===== config.mk =====
export PLATFORM = sky130hd
export DESIGN_NAME = mac_operand_feeder
export DESIGN_NICKNAME = d
export VERILOG_FILES = /design/src/rtl/mac_pkg.sv /design/src/rtl/mac_operand_fifo.sv /design/src/rtl/mac_operand_feeder.sv
export SDC_FILE = /design/constraint.sdc
export NUM_CORES = 1
export LEC_CHECK = 0
export CORE_UTILIZATION = 54
export CTS_CLUSTER_SIZE = 20
export DETAILED_ROUTE_END_ITERATION = 8
export PLACE_DENSITY = 0.77
export SYNTH_ARGS = -nofsm -noshare
export SYNTH_HDL_FRONTEND = slang
export SYNTH_SLANG_ARGS = --single-unit

===== constraint.sdc =====
create_clock -name clock -period 3.14 [get_ports clock]
set_input_delay 0.314 -clock clock [delete_from_list [all_inputs] [get_ports clock]]
set_output_delay 0.314 -clock clock [all_outputs]
set_load 0.1 [all_outputs]

===== src/rtl/mac_pkg.sv =====
// Shared definitions for the MAC feeder and the MMIO register slave:
// default widths and the feeder FSM state encoding.
package mac_pkg;

  localparam int unsigned MAC_WIDTH = 16;
  localparam int unsigned MAC_LEN_W = 8;

  typedef enum logic [1:0] {
    IDLE  = 2'd0,
    CLEAR = 2'd1,
    FEED  = 2'd2,
    DONE  = 2'd3
  } feed_state_e;

endpackage


===== src/rtl/mac_operand_fifo.sv =====
// Synchronous first-word-fall-through FIFO for operand pairs.
// When full, a push is accepted only together with a pop.
module mac_operand_fifo #(
  parameter int unsigned DEPTH  = 4,
  parameter int unsigned DATA_W = 32
) (
  input  logic              clock,
  input  logic              reset,
  input  logic              push,
  input  logic [DATA_W-1:0] push_data,
  input  logic              pop,
  output logic [DATA_W-1:0] head,
  output logic              full,
  output logic              empty
);

  localparam int unsigned PTR_W = $clog2(DEPTH);
  localparam int unsigned CNT_W = $clog2(DEPTH + 1);

  logic [DATA_W-1:0] mem_q [DEPTH];
  logic [PTR_W-1:0]  wr_ptr_q, wr_ptr_d;
  logic [PTR_W-1:0]  rd_ptr_q, rd_ptr_d;
  logic [CNT_W-1:0]  count_q, count_d;
  logic              do_push, do_pop;

  assign empty   = (count_q == '0);
  assign full    = (count_q == CNT_W'(DEPTH));
  assign do_pop  = pop && !empty;
  assign do_push = push && (!full || do_pop);
  assign head    = mem_q[rd_ptr_q];

  // Pointers wrap naturally because DEPTH is a power of two.
  always_comb begin
    wr_ptr_d = wr_ptr_q;
    rd_ptr_d = rd_ptr_q;
    count_d  = count_q;
    if (do_push) wr_ptr_d = wr_ptr_q + PTR_W'(1);
    if (do_pop)  rd_ptr_d = rd_ptr_q + PTR_W'(1);
    case ({do_push, do_pop})
      2'b10:   count_d = count_q + CNT_W'(1);
      2'b01:   count_d = count_q - CNT_W'(1);
      default: count_d = count_q;
    endcase
  end

  always_ff @(posedge clock) begin
    if (reset) begin
      wr_ptr_q <= '0;
      rd_ptr_q <= '0;
      count_q  <= '0;
    end else begin
      wr_ptr_q <= wr_ptr_d;
      rd_ptr_q <= rd_ptr_d;
      count_q  <= count_d;
    end
  end

  always_ff @(posedge clock) begin
    if (do_push) mem_q[wr_ptr_q] <= push_data;
  end

endmodule


===== src/rtl/mac_operand_feeder.sv =====
// Streams buffered operand pairs into the MAC, clearing it per job and
// returning the final accumulator with a one-cycle done pulse.
module mac_operand_feeder
  import mac_pkg::*;
#(
  parameter int unsigned WIDTH = MAC_WIDTH,
  parameter int unsigned LEN_W = MAC_LEN_W,
  parameter int unsigned DEPTH = 4
) (
  input  logic             clock,
  input  logic             reset,
  input  logic             start,
  input  logic [LEN_W-1:0] cfg_len,
  input  logic             in_valid,
  output logic             in_ready,
  input  logic [WIDTH-1:0] in_x,
  input  logic [WIDTH-1:0] in_y,
  output logic [WIDTH-1:0] mac_x,
  output logic [WIDTH-1:0] mac_y,
  output logic             mac_reset,
  input  logic             mac_busy,
  input  logic [WIDTH-1:0] mac_acc,
  output logic             active,
  output logic             done,
  output logic [WIDTH-1:0] result
);

  localparam int unsigned DATA_W = 2 * WIDTH;

  feed_state_e       state_q, state_d;
  logic [LEN_W-1:0]  len_q, len_d;
  logic [LEN_W-1:0]  cnt_q, cnt_d;
  logic [WIDTH-1:0]  result_q, result_d;
  logic              done_q, done_d;

  logic              fifo_full, fifo_empty;
  logic              push, pop;
  logic [DATA_W-1:0] head;

  assign push = in_valid && !fifo_full;
  assign pop  = (state_q == FEED) && !fifo_empty && !mac_busy
                && (cnt_q < len_q) && !reset;

  mac_operand_fifo #(
    .DEPTH  (DEPTH),
    .DATA_W (DATA_W)
  ) u_fifo (
    .clock     (clock),
    .reset     (reset),
    .push      (push),
    .push_data ({in_x, in_y}),
    .pop       (pop),
    .head      (head),
    .full      (fifo_full),
    .empty     (fifo_empty)
  );

  // The MAC adds x*y on every non-busy edge, so operands must be zero
  // outside pop cycles.
  assign mac_x     = pop ? head[DATA_W-1:WIDTH] : '0;
  assign mac_y     = pop ? head[WIDTH-1:0]      : '0;
  assign mac_reset = reset || (state_q == CLEAR);
  assign in_ready  = !fifo_full;
  assign active    = (state_q != IDLE);
  assign done      = done_q;
  assign result    = result_q;

  always_comb begin
    state_d  = state_q;
    len_d    = len_q;
    cnt_d    = cnt_q;
    result_d = result_q;
    done_d   = 1'b0;
    case (state_q)
      IDLE: begin
        if (start) begin
          len_d   = cfg_len;
          cnt_d   = '0;
          state_d = CLEAR;
        end
      end
      CLEAR: state_d = (len_q != '0) ? FEED : DONE;
      FEED: begin
        if (pop) begin
          cnt_d = cnt_q + LEN_W'(1);
          if (cnt_d == len_q) state_d = DONE;
        end
      end
      DONE: begin
        result_d = mac_acc;
        done_d   = 1'b1;
        state_d  = IDLE;
      end
      default: state_d = IDLE;
    endcase
  end

  always_ff @(posedge clock) begin
    if (reset) begin
      state_q  <= IDLE;
      len_q    <= '0;
      cnt_q    <= '0;
      result_q <= '0;
      done_q   <= 1'b0;
    end else begin
      state_q  <= state_d;
      len_q    <= len_d;
      cnt_q    <= cnt_d;
      result_q <= result_d;
      done_q   <= done_d;
    end
  end

endmodule


=== Yosys cells after proc, flatten, opt, wreduce, memory -nomap -nowiden ===
Memories as Yosys holds them, arrays and structs flattened. A register that Yosys moved wholly into a read port is not among the register bits.
Index checks and enable logic that the tools add are counted.

* Flip-flop bits (word level): 42
* RAM bits: 128
* Input port bits: 61
* Output and inout bits: 52
* Logic and storage cells: 63
* Memories kept: 1

{| class="wikitable"
|+ Memory list
! memory !! words !! bits a word !! read ports !! clocked after memory_dff !! wr ports !! line !! RTL
|-
| u_fifo.mem_q || 4 || 32 || 1 || 1 || 1 || mac_operand_fifo.sv:20 || <nowiki>logic [DATA_W-1:0] mem_q [DEPTH];</nowiki>
|}

* Add/sub/neg operators: 5
* Magnitude comparators: 1
* Eq/ne operators: 10
* Mux-type cells: 16
* Reductions and logical operators: 22

{| class="wikitable"
|+ Operators by type and width
! kind !! count
|-
| $mux 16 || 2
|-
| $mux 8 || 2
|-
| $pmux 8 s2 || 1
|-
| $mux 2 || 5
|-
| $add 8x1->8 const B || 1
|-
| $eq 8x8->1 || 1
|-
| $lt 8x8->1 || 1
|-
| $pmux 2 s4 || 1
|-
| $reduce_bool 8->1 || 1
|-
| $logic_and 1x1->1 || 7
|-
| $eq 2x2->1 const B || 3
|-
| $pmux 3 s2 || 1
|-
| $reduce_and 3->1 || 2
|-
| $reduce_bool 2->1 || 3
|-
| $add 2x1->2 const B || 2
|-
| $eq 2x1->1 const B || 2
|-
| $logic_not 1->1 || 4
|-
| $mux 1 || 4
|-
| $ne 2x2->1 const B || 2
|-
| $add 3x1->3 const B || 1
|-
| $eq 3x3->1 const B || 1
|-
| $logic_not 3->1 || 1
|-
| $sub 3x1->3 const B || 1
|-
| $logic_not 2->1 || 1
|-
| 3 further kinds || 4
|}

=== Longest topological paths before layout ===
* Word-level depth: 11
* Depth in mapped cells: 13
* Depth with buffers taken out: 13

=== Cells and area by module ===
A second synthesis with hierarchy kept.

* Cells, all modules: 502
* Area, all modules: 7,357.1 sq um

{| class="wikitable"
|+ By module, submodules not included
! module !! times used !! cells each !! area an instance (sq um) !! seq. area each (sq um)
|-
| mac_operand_fifo || 1 || 226 || 5,143.7 || 4,023.9
|-
| mac_operand_feeder || 1 || 276 || 2,213.4 || 700.7
|}

=== Worst setup path before layout ===
OpenSTA, ideal clock, no wires.

* Path type: register -> register
* Start point: reg u_fifo.count_q[0]
* End point: reg u_fifo.count_q[2]
* Setup time: 0.070 ns
* Arrival time: 2.964 ns
* Required time: 3.070 ns
* Setup slack: 0.105 ns
* Stages on the path, launching flop included: 11
* Path buffers: 0
* Clock period less this slack: 3.035 ns
* Path through: dfxtp_1 inv_1 nand3_1 and2_1 inv_1 ha_1 inv_1 fa_1 xor2_1 or3_1 a21oi_1

* Elaborated cells on any way between the ends: 18
* Those cells by class: add/sub (2); eq/ne (3); mux (1); reduce/logical (12)

{| class="wikitable"
|+ RTL lines
! what !! line !! RTL
|-
| start, declared || mac_operand_fifo.sv:23 || <nowiki>logic [CNT_W-1:0] count_q, count_d;</nowiki>
|-
| start signal, assigned || mac_operand_fifo.sv:54 || <nowiki>count_q <= count_d;</nowiki>
|-
| $eq 3x3->1 (*) || mac_operand_fifo.sv:27 || <nowiki>assign full = (count_q == CNT_W'(DEPTH));</nowiki>
|-
| $logic_not 1->1 (*) || -- ||
|-
| named net in_ready || mac_operand_feeder.sv:15 || <nowiki>output logic in_ready,</nowiki>
|-
| $logic_and 1x1->1 / $logic_or 1x1->1 (equally long branches) || mac_operand_feeder.sv:40, mac_operand_fifo.sv:29 ||
|-
| $logic_and 1x1->1 (*) || mac_operand_fifo.sv:29 || <nowiki>assign do_push = push && (!full || do_pop);</nowiki>
|-
| $eq 2x1->1 / $eq 2x2->1 (equally long branches) || mac_operand_fifo.sv:39 || <nowiki>case ({do_push, do_pop})</nowiki>
|-
| $pmux 3 s2 / $reduce_bool 2->1 (equally long branches) || -- ||
|}

The timed path passes the listed nets; every way through them passes the cells marked *.
A chain may end at the register's enable or synchronous reset.

=== Final worst setup path ===
* Start point: reg cnt_q[7]
* End point: reg u_fifo.count_q[2]

* Word-level cells in the longest chain between the ends: 8
* Elaborated cells on any way between the ends: 10
* Those cells by class: order compare (1); eq/ne (2); mux (1); reduce/logical (6)

{| class="wikitable"
|+ RTL lines
! what !! line !! RTL
|-
| start, declared || mac_operand_feeder.sv:32 || <nowiki>logic [LEN_W-1:0] cnt_q, cnt_d;</nowiki>
|-
| start signal, assigned || mac_operand_feeder.sv:108 || <nowiki>cnt_q <= cnt_d;</nowiki>
|-
| $lt 8x8->1 (*) || mac_operand_feeder.sv:42 || <nowiki>&& (cnt_q < len_q) && !reset;</nowiki>
|-
| $logic_and 1x1->1 (*) (2 in a row) || mac_operand_feeder.sv:42 ||
|-
| $logic_and 1x1->1 (*) || mac_operand_fifo.sv:28 || <nowiki>assign do_pop = pop && !empty;</nowiki>
|-
| named net u_fifo.do_pop || mac_operand_fifo.sv:24 || <nowiki>logic do_push, do_pop;</nowiki>
|-
| $logic_or 1x1->1 || mac_operand_fifo.sv:29 ||
|-
| $logic_and 1x1->1 || mac_operand_fifo.sv:29 ||
|-
| $eq 2x1->1 / $eq 2x2->1 (equally long branches) || mac_operand_fifo.sv:39 ||
|-
| $pmux 3 s2 / $reduce_bool 2->1 (equally long branches) || -- ||
|}

Marks and branches as above.

==> results_dict.tcl <==
set metrics [dict create \
    ys_warn_count 0 \
    fmax_mhz 338 \
    leakage_uw 0.00331 \
    ant_nets 0 \
    initial_core_util_pct 56.3 \
    fp.dieH_um 118 \
    wire_per_inst_um 19.1 \
    finalHoldViolCount 0 \
    cp_slowest_cell "dfxtp_1" \
    grt_use_total_pct 22.9 \
    rsz0062_at_grt "no" \
    pwr-share-clk_pct 32.8 \
    synth_top_area_cell "edfxtp_1" \
    endpoint_kind "flop" \
    syn_area_per_cell_sq_um 15.0 \
    synth_top_area_share_pct 53.2 \
    clkTransAtPathRegs_ns 0.06 \
    critPathArrivalTime_ns 3.30 \
    die_w_um 118 \
    synth_area_sq_um 7220 \
    place.gp.congestion 0.867 \
    grt_pass1_wl_mm 24.0 \
    insertion_delay_ns 0.42 \
    grt_pass1_vias 4741 \
    diodes 0 \
    seqPwrFrac_pct 47.7 \
    area_growth_pct 30.0 \
    cp_max_fo 6 \
    cap_violations 0 \
    synth_edf_count 128 \
    startpoint_type "flop" \
    ys_seq_area_share_pct 65.4 \
    finalMaxSlewViolations 0 \
    drive_gt1_share_pct 19.2 \
    finalCriticalPeriod_ns 2.96 \
    antenna_found_initial 0 \
    hold_buffers 0 \
    synth_area_leaders "edfxtp_1, dfxtp_1, mux4_2, and3_1, ha_1" \
    setup-violations-final 0 \
    hpwl_mm 9.44 \
    ys_ff_latch 172 \
    slew_headroom_pct 34.2 \
    cts_buffers 17 \
    vias_per_cell 5.78 \
    placementRows 41 \
    crit_chain "ha_2 -> a2111oi_4 -> o31a_1 -> nand2_1 -> inv_2 -> ha_1 -> inv_1 -> fa_1 -> xor2_1 -> or3_1 -> a21oi_1" \
    irDropWorstVdd_mv 0.536 \
    async_reset_ff_share_pct 0 \
    placed_area_sq_um 8850 \
    wl_mm 14.8 \
    status "completed" \
    max_stage_delay_ns 0.43 \
    ys_types 56 \
    synth_commonest_cells "edfxtp_1, dfxtp_1, and3_1" \
    p_comb_share_pct 19.5 \
    sw_frac_of_total_pct 28.7 \
    fin_crit_sh_pct 94.1 \
    tightest_slew_ns 0.983 \
    synth_nets 561 \
    synth_top_flop_cell "edfxtp_1" \
    yosysMostFrequentCell "edfxtp_1" \
    min_path_type "in -> reg" \
    fillerInstances 831 \
    cts.sinks 172 \
    dr.pass1.iters 4 \
    portBuffers 112 \
    cp_data_required_time_ns 3.48 \
    tritoncts "built" \
    finClkSkew_ns 0.00431 \
    cts_buffer_depth 2 \
    stdcell_area_sq_um 9390 \
    p_int_uw 3970 \
    ctsRootBufferMaster "clkbuf_16" \
    coreArea_sq_um 12800 \
    io_pins 113 \
    htree_levels 4 \
    drc 0 \
    final_nets 673 \
    grt-ovfl-total 0 \
    netlist_instances 480 \
    criticalPathCategory "reg -> reg" \
    die_area_sq_um 13800 \
    num_vias 4482 \
    power.density_nw_per_um2 593 \
    switchingPower_uw 1600 \
    fin_tns_setup_ns 0 \
    drt-initial-drc-count 385 \
    grt_max_degree 44 \
]
==> power by group through the flow <==
stage | clock, uW | combinational, uW | sequential (uW)
after floorplan | 0 | 598 | 2810
after detailed placement | 0 | 1070 | 2700
after CTS | 1860 | 1080 | 2650
after global placement | 0 | 1050 | 2690
final | 1820 | 1090 | 2660
after global routing | 1940 | 1170 | 2670
==> area by class of cell <==
type / instances / area, sq um / area share [%]
multi-input cells: 263 / 2350 / 25.0
clock buffers: 20 / 437 / 4.65
well taps: 172 / 215 / 2.29
flip-flops and latches: 172 / 4730 / 50.4
inverters: 20 / 75.1 / 0.800
clock inverters: 11 / 72.6 / 0.773
repair buffers: 118 / 1510 / 16.1
==> critical path: cells and delay by family (launching register included) <==
kind,cells,cell delay [ns]
adder cells (fa/ha/maj),3,0.91
AO/OA/AOI/OAI,3,0.77
AND/OR/NAND/NOR,2,0.44
flip-flops,1,0.43
buffers and inverters,2,0.16
XOR/XNOR,1,0.16
==> cell families after synthesis <==
| group | share of synthesized area [%] |
|---|---|
| AOI/OAI and AO/OA | 5.35 |
| xor gates and xnor gates | 1.58 |
| adders and majority gates | 3.57 |
| buffers and inverters | 2.50 |
| DFF | 65.4 |
| muxes | 12.2 |
| and+or+nand+nor | 9.37 |
==> flip-flops by register name, indices dropped and copies added, names as in the netlist, named ones only <==
| name | count |
|---|---|
| cnt_q | 8 |
| done | 1 |
| len_q | 8 |
| result | 16 |
| state_q | 2 |
| u_fifo.count_q | 3 |
| u_fifo.mem_q | 128 |
| u_fifo.rd_ptr_q | 2 |
| u_fifo.wr_ptr_q | 2 |
==> metal layers <==
metal	routed length, um	GRT usage (%)
met1	5980	26.7
met4	210	8.01
met5	0	0
met3	875	7.07
met2	7770	39.9
==> repair_timing <==
item | 4_1_cts | 5_1_grt
buffers inserted | 0 | 0
gates resized for setup | 0 | 6
endpoints found under the setup margin | 0 | 33
==> layout by cell type (no fill, tap or decap), drive strengths merged, types with 7 or more instances in the layout <==
cell	count
o21ai	12
ha	19
mux4	32
nor2	27
mux2i	16
nand2	26
clkbuf	20
buf	41
nand3	11
and3	38
a21oi	15
edfxtp	128
xor2	8
dfxtp	44
inv	22
clkdlybuf4s50	77
clkinv	7
==> per-stage QoR <==
stage | std cells | total power (uW) | hold WS (ns) | worst slack (ns) | util [%]
after floorplan | 480 | 3400 | 0.413 | 0.105 | -
after global placement | 745 | 3740 | 0.471 | 0.279 | 69.0
after detailed placement | 745 | 3770 | 0.492 | 0.153 | 69.0
after CTS | 776 | 5590 | 0.426 | 0.0224 | 73.0
after global routing | 776 | 5780 | 0.462 | 0.0281 | 73.2
final | 776 | 5570 | 0.450 | 0.184 | 73.2
==> final timing paths <==
path / from / end / slack (ns) / depth (start not counted)
max: cnt_q[7]$_SDFFE_PP0P_ / u_fifo.count_q[2]$_SDFFE_PP0P_ / 0.18 / 11
min: cfg_len[2] / len_q[2]$_SDFFE_PP0P_ / 0.45 / 3
max reg2reg: cnt_q[7]$_SDFFE_PP0P_ / u_fifo.count_q[2]$_SDFFE_PP0P_ / 0.18 / 11
min reg2reg: len_q[7]$_SDFFE_PP0P_ / len_q[7]$_SDFFE_PP0P_ / 0.49 / 2
Power figures use the tool's default switching activity.
